[src/rtl/tx_buffered.sv]
// Buffered serial flit transmitter: FIFO front end, start/data/parity framing,
// channel-busy gated launch and a programmable inter-frame idle gap.
module tx_buffered #(
    parameter int WIDTH     = 8,
    parameter int DEPTH     = 4,
    parameter int PARITY_EN = 0,
    parameter int GAP       = 0
) (
    input  logic                         clk,
    input  logic                         reset,
    input  logic                         wr_en,
    input  logic [WIDTH-1:0]             din,
    output logic                         full,
    output logic [$clog2(DEPTH+1)-1:0]   count,
    output logic                         overflow,
    input  logic                         channel_busy,
    output logic                         serial_out,
    output logic                         tx_active,
    output logic                         tx_busy,
    output logic                         frame_done
);

    localparam int F  = 1 + WIDTH + PARITY_EN;
    localparam int AW = $clog2(DEPTH);
    localparam int CW = $clog2(DEPTH + 1);
    localparam logic [7:0] GAP_LD = (GAP > 0) ? 8'(GAP - 1) : 8'd0;

    typedef enum logic [1:0] {
        S_IDLE,
        S_SEND,
        S_GAP
    } state_t;

    state_t state, state_nxt;

    logic [WIDTH-1:0] mem [DEPTH];
    logic [AW-1:0]    wr_ptr, rd_ptr;
    logic [WIDTH-1:0] head;
    logic             push, launch, last_bit;
    logic [F:0]       shift, load_val;
    logic [7:0]       gap_cnt;

    assign full   = (count == CW'(DEPTH));
    assign push   = wr_en & ~full;
    assign launch = (state == S_IDLE) && (count != '0) && !channel_busy;
    assign head   = mem[rd_ptr];

    // Sentinel at the top marks the end: the last bit is out when only it remains above bit 0.
    assign last_bit = (shift[F:1] == F'(1));

    generate
        if (PARITY_EN != 0) begin : g_par
            assign load_val = {1'b1, ^head, head, 1'b1};
        end else begin : g_nopar
            assign load_val = {1'b1, head, 1'b1};
        end
    endgenerate

    always_ff @(posedge clk) begin
        if (push)
            mem[wr_ptr] <= din;
    end

    always_ff @(posedge clk or negedge reset) begin
        if (!reset) begin
            wr_ptr   <= '0;
            rd_ptr   <= '0;
            count    <= '0;
            overflow <= 1'b0;
        end else begin
            if (push)
                wr_ptr <= wr_ptr + AW'(1);
            if (launch)
                rd_ptr <= rd_ptr + AW'(1);
            if (push && !launch)
                count <= count + CW'(1);
            else if (!push && launch)
                count <= count - CW'(1);
            if (wr_en && full)
                overflow <= 1'b1;
        end
    end

    always_ff @(posedge clk or negedge reset) begin
        if (!reset)
            state <= S_IDLE;
        else
            state <= state_nxt;
    end

    always_comb begin
        state_nxt = state;
        unique case (state)
            S_IDLE: if (launch) state_nxt = S_SEND;
            S_SEND: if (last_bit) state_nxt = (GAP > 0) ? S_GAP : S_IDLE;
            S_GAP:  if (gap_cnt == 8'd0) state_nxt = S_IDLE;
            default: state_nxt = S_IDLE;
        endcase
    end

    always_ff @(posedge clk or negedge reset) begin
        if (!reset) begin
            shift      <= '0;
            tx_active  <= 1'b0;
            frame_done <= 1'b0;
            gap_cnt    <= 8'd0;
        end else begin
            frame_done <= 1'b0;
            if (launch) begin
                shift     <= load_val;
                tx_active <= 1'b1;
            end else if (state == S_SEND) begin
                if (last_bit) begin
                    shift      <= '0;
                    tx_active  <= 1'b0;
                    frame_done <= 1'b1;
                    gap_cnt    <= GAP_LD;
                end else begin
                    shift <= shift >> 1;
                end
            end else if (state == S_GAP && gap_cnt != 8'd0) begin
                gap_cnt <= gap_cnt - 8'd1;
            end
        end
    end

    always_comb begin
        serial_out = shift[0] & tx_active;
        tx_busy    = tx_active | channel_busy | (state == S_GAP);
    end

endmodule

[config.mk]
export PLATFORM = sky130hd
export DESIGN_NAME = tx_buffered
export DESIGN_NICKNAME = d
export VERILOG_FILES = /design/src/rtl/tx_buffered.sv
export SDC_FILE = /design/constraint.sdc
export NUM_CORES = 1
export LEC_CHECK = 0
export CORE_ASPECT_RATIO = 0.5
export CORE_UTILIZATION = 50
export DETAILED_ROUTE_END_ITERATION = 8
export GPL_TIMING_DRIVEN = 0
export PLACE_DENSITY = 0.67
export SLEW_MARGIN = 20
export SYNTH_ARGS = -nofsm -noshare
export SYNTH_HDL_FRONTEND = slang
export SYNTH_SLANG_ARGS = --single-unit
[constraint.sdc]
create_clock -name clk -period 3.3 [get_ports clk]
set_input_delay 0.66 -clock clk [delete_from_list [all_inputs] [get_ports clk]]
set_output_delay 0.66 -clock clk [all_outputs]
set_load 0.05 [all_outputs]
==> results of run 1 <==
worst paths after layout:
path | startpoint | end | slack (ps) | cells past startpoint
max in group asynchronous | reset | overflow | 1870 | 1
min in group asynchronous | reset | shift[3] | 860 | 1
max | channel_busy | tx_busy | 560 | 3
max reg2reg | count[0] | count[2] | 780 | 11
min reg2reg | overflow | overflow | 470 | 1
min | overflow | overflow | 470 | 1
per-layer routing:
metal	global-route usage [%]	vias to the layer above	wire length, um
met2	27.0	23	1630
met1	24.7	564	1860
met4	5.97	0	33
met5	0	-	0
met3	5.16	4	139
li1	-	565	-
worst reg2reg max path, cell delays in order, from the launching register on:
cell and delay (ps):
dfrtp_1 460, or3_1 410, buf_6 160, and2_4 150, buf_6 140, inv_2 110, ha_1 190, inv_1 60
fa_1 370, xor2_1 150, nor2_1 110, xor2_1 140
sequential cells by signal, indices dropped and copies added, names as in the netlist:
| register | flops |
|---|---|
| count | 3 |
| frame_done | 1 |
| mem | 32 |
| overflow | 1 |
| rd_ptr | 2 |
| shift | 10 |
| state | 1 |
| tx_active | 1 |
| wr_ptr | 2 |
logic make-up (layout without fill, tap and decap cells):
| group | count (synthesis) | in the layout |
|---|---|---|
| compound gates | 14 | 14 |
| xor+xnor | 6 | 6 |
| fa+ha+maj | 6 | 6 |
| buf+inv | 16 | 43 |
| flops | 53 | 53 |
| mux | 10 | 10 |
| simple gates | 33 | 33 |
where the power goes:
part           internal, W  total, W  switching (W)
combinational     0.000414  0.000938       0.000524
sequential        0.000908   0.00102       0.000112
clock             0.000147  0.000360       0.000213
total              0.00147   0.00232       0.000849
area by class of cell:
| type | count | area, um^2 |
|---|---|---|
| repair buffers | 20 | 200 |
| fillers | 318 | 1490 |
| clock buffers | 5 | 68.8 |
| plain buffers | 6 | 45.0 |
| well taps | 54 | 67.6 |
| clock inverters | 2 | 16.3 |
| inverters | 10 | 37.5 |
| multi-input cells | 69 | 674 |
| flip-flops and latches | 53 | 1490 |
cell usage in the layout, fill, tap and decap left out, types with 2 or more instances in the layout:
cell type        instances
clkbuf_8                 5
clkbuf_1                 2
buf_6                    3
nand3_1                  7
and3_1                   2
nor2b_1                  3
and2_1                   5
nand2_1                  6
nor2_1                   2
inv_1                    9
mux2_2                   2
mux4_2                   8
clkdlybuf4s50_1         20
o311ai_2                 4
dfrtp_1                 21
edfxtp_1                32
xnor2_1                  4
o221ai_1                 2
xor2_1                   2
a221o_1                  3
a21o_1                   2
ha_1                     5
through the flow:
step	setup slack, ps	instance area, um^2
5_1_grt	521	2600
3_3_place_gp	392	2510
4_1_cts	547	2600
3_5_place_dp	357	2510
2_1_floorplan	525	2240
6_report	555	2600
==> metrics.yaml, run 1 <==
critPathCaptureType: "output pin"
max_cap_violations: 0
ant_nets: 0
ys_seq_area_share_pct: 66.4
fin_crit_sh_pct: 83.2
status: "completed"
wire_per_inst_um: 16.8
firstDrtPassIters: 4
start_kind: "input pin"
power_w: 0.00232
whs_ps: 466
first_global_vias: 1198
required_ps: 2640
area_delta_synth_final_pct: 16.0
p_per_area_nw_per_um2: 893
nets: 183
grt_pass1_wl_um: 6220
maxSlewViolCount: 0
cts.root.buffer_cell: "clkbuf_8"
synth.area.top_cells: "edfxtp_1, dfrtp_1, mux4_2, o311ai_2, ha_1"
die_height_um: 49.3
fin_util_pct: 63.6
finalHoldViolations: 0
core_area_um2: 4080
synth_seq_cells: 53
io_pins: 21
clock_skew_ps: 5.18
worstPathArrival_ps: 2080
setup_viol: 0
synth_top_family_by_area: "multiplexers"
cts_buffer_depth: 2
worstMarginPinSlew_ps: 925
ir_worst_vdd_mv: 0.314
yosysMostFrequentCell: "edfxtp_1"
synth-compound-area-share_pct: 6.65
die_area_um2: 4760
synth.area.mux_share_pct: 9.06
yosys.area_share.adder_pct: 3.69
synth_edf_count: 32
cp_top_family: "buffers and inverters"
fmax_mhz: 364
clk_latency_ps: 310
async_reset_ff_share_pct: 39.6
port_buffers: 20
critPathMaxStageDelay_ps: 700
synth.top_cells.by_count: "edfxtp_1, dfrtp_1, inv_1"
cpMostUsedCell: "clkdlybuf4s50_1"
ys.flop_type: "edfxtp_1"
crit_type: "input pin to output pin"
yosysWarnings: 0
synth_top_area_cell: "edfxtp_1"
grt_max_degree: 22
drt-initial-drc-count: 28
route.detailed.drc: 0
synth_area_um2: 2240
synthDistinctLibCells: 33
gp_congestion: 0.762
cts_setup_buffers: 0
holdCritPathClass: "register to register"
stdcell_count: 219
grt_usage_pct: 17.7
crit_buf_inv: 2
vias: 1156
syn-num-nets: 156
rsz0062_at_grt: "no"
antenna_found_initial: 0
syn_area_per_cell_um2: 16.2
post-dp-hpwl_um: 2530
wirelength_um: 3670
cts_buffers: 5
antenna_cells: 0
period_needed_ps: 2740
clk_pin_slew_ps: 90
path_cells: "clkdlybuf4s50_1 -> or2_2 -> clkdlybuf4s50_1"
cp_slowest_cell: "clkdlybuf4s50_1"
crit_fanout: 2
power_leakage_nw: 0.970
ctsResizeCount: 0
cts_sinks: 53
start_util_pct: 54.8
synth-simple-area-share_pct: 8.16
die_x_um: 96.6
ctsHoldBuffers: 0
h-tree-depth: 2
netlist_instances: 138
synthXorXnorAreaFrac_pct: 2.35
cts_tree: "yes"
drive_gt1_share_pct: 17.6
synth_top_area_share_pct: 42.9
maxSlewHeadroom_pct: 38.1
via_per_inst: 5.28
fin_tns_setup_ps: 0
dp_cells: 212
rows: 16
gr-total-overflow: 0
No activity file was read; power rests on OpenSTA's default activity.
==> run 2, diff against run 1 <==
PLACE_DENSITY = 0.7   (was 0.67)
clock period = 2.25 ns   (was 3.3 ns; I/O delays follow)
==> run 2 against run 1 <==
  * Sequential share of layout area decreased by 2.0 points
  * Die area did not move
  * Clock-buffer cell count up 1
  * Sequential power up 45%
  * Flip-flop and latch count did not move
  * Critical path depth rose by 6
  * Clock power up 47%
  * Register-to-register slack got worse by 670 ps
  * Highest routed layer unchanged
==> metrics.yaml, run 2 (synthesis results as in run 1) <==
status: "completed"
reg.largest.list: "mem: 32 flops, shift: 10 flops, count: 3 flops"
first_global_vias: 1236
fin_crit_sh_pct: 95.2
grt_usage_pct: 17.8
finalHoldViolations: 0
setup_viol: 0
fmax_mhz: 467
p_int_w: 0.00227
antenna_cells: 0
via_per_inst: 5.24
ir_worst_vdd_mv: 0.497
power_leakage_nw: 1.02
max_cap_violations: 0
grt_pass1_wl_um: 6330
wirelength_um: 3690
seqPwrFrac_pct: 41.5
mostFrequentLayoutCells: "edfxtp_1, dfrtp_1, clkdlybuf4s50_1"
gp_congestion: 0.724
required_ps: 2470
clk_latency_ps: 300
reg2reg_setup_slack_ps: 110
gr-total-overflow: 0
ff2ff_path_depth: 9
crit_type: "register to register"
p_sw_w: 0.00128
pre_cts_slack_ps: -410
cts_sinks: 53
ctsHoldBuffers: 0
regMostFlops: "mem"
fin_util_pct: 66.1
fillerInstances: 306
die_area_um2: 4760
rows: 16
cts_buffers: 5
critPathCaptureType: "register"
cts_tree: "yes"
cts.root.buffer_cell: "clkbuf_8"
io_pins: 21
firstDrtPassIters: 4
largest_reg_flops: 32
wire_per_inst_um: 16.1
h-tree-depth: 2
die_x_um: 96.6
rsz0062_at_grt: "no"
clk_pin_slew_ps: 90
worstPathArrival_ps: 2360
p_sw_share_pct: 36.0
pwr-share-clk_pct: 14.9
layout_commonest_cell: "edfxtp_1"
post-dp-hpwl_um: 2520
core_area_um2: 4080
crit_fanout: 10
die_height_um: 49.3
ant_nets: 0
period_needed_ps: 2140
power_w: 0.00355
maxSlewViolCount: 0
port_buffers: 20
whs_ps: 99.6
vias: 1199
fin_tns_setup_ps: 0
grt_max_degree: 22
area_delta_synth_final_pct: 20.6
drive_gt1_share_pct: 26.9
r2r_start: "count[1]"
p_per_area_nw_per_um2: 1320
maxSlewHeadroom_pct: 62.7
start_kind: "register"
nets: 192
timing.final.ws_setup_ps: 108
worstMarginPinSlew_ps: 560
cts_buffer_depth: 2
critPathLaunch: "count[1]"
start_util_pct: 54.8
antenna_found_initial: 0
route.detailed.drc: 0
holdCritPathClass: "input pin to async pin"
clock_skew_ps: 10.4
r2r_end: "count[2]"
drt-initial-drc-count: 43
power_frac_comb_pct: 43.5
[run 2: cell types whose count changed in the layout (fill, tap and decap cells not counted), moves of 2 or more]
cell | previous run | this run
buf_4 | 0 | 11
buf_6 | 3 | 1
dfrtp_2 | 0 | 3
clkdlybuf4s50_1 | 20 | 17
dfrtp_1 | 21 | 18
dlygate4sd2_1 | 0 | 2
[run 2: area by class of cell]
class | count | area (um^2) | area share [%]
tap | 54 | 67.6 | 2.50
buffer | 4 | 26.3 | 0.974
inverter | 10 | 45.0 | 1.67
clock inverter | 2 | 16.3 | 0.603
multi-input combinational | 69 | 706 | 26.1
clock buffer | 6 | 72.6 | 2.69
sequential | 53 | 1490 | 55.2
timing repair buffer | 31 | 275 | 10.2
[run 2: power groups by stage]
stage / registers, W / logic, W / clock network, W
finish: 0.00148 / 0.00155 / 0.000531
global route: 0.00151 / 0.00168 / 0.000585
CTS: 0.00150 / 0.00148 / 0.000539
detailed placement: 0.00153 / 0.00143 / 0
global placement: 0.00151 / 0.00140 / 0
floorplan: 0.00165 / 0.000916 / 0
[run 2: repair_timing]
| action | CTS | global route |
|---|---|---|
| endpoints found under the hold margin | 0 | 0 |
| endpoints found under the setup margin | 4 | 2 |
| pin swaps | 2 | 2 |
| gates resized for setup | 5 | 0 |
| setup buffers | 3 | 8 |
[run 2: worst max path at each step]
stage | endpoint | slack (ps)
finish | count[2] | 110
global route | count[2] | 30
CTS | count[2] | -20
detailed placement | count[1] | -410
global placement | count[1] | -380
floorplan | count[1] | -130
[run 2: worst max-delay path, stage by stage, from the launching register on]
cell     delay, ps
dfrtp_2        430
or3_4          430
and2_4         230
inv_8           60
ha_4           130
inv_2           30
fa_2           330
xor2_1         140
nor2_1         120
xor2_1         150
[run 2: layer usage]
layer | up-vias | global-route usage, % | routed length (um)
met3 | 2 | 5.16 | 143
met1 | 594 | 26.8 | 1930
met2 | 20 | 25.9 | 1600
met4 | 0 | 3.73 | 11
met5 | - | 0 | 0
li1 | 583 | - | -
[run 2: stage by stage]
stage               instances  instance area (um^2)
global placement          212                  2540
finish                    229                  2700
CTS                       222                  2660
detailed placement        212                  2540
floorplan                 138                  2280
global route              229                  2700
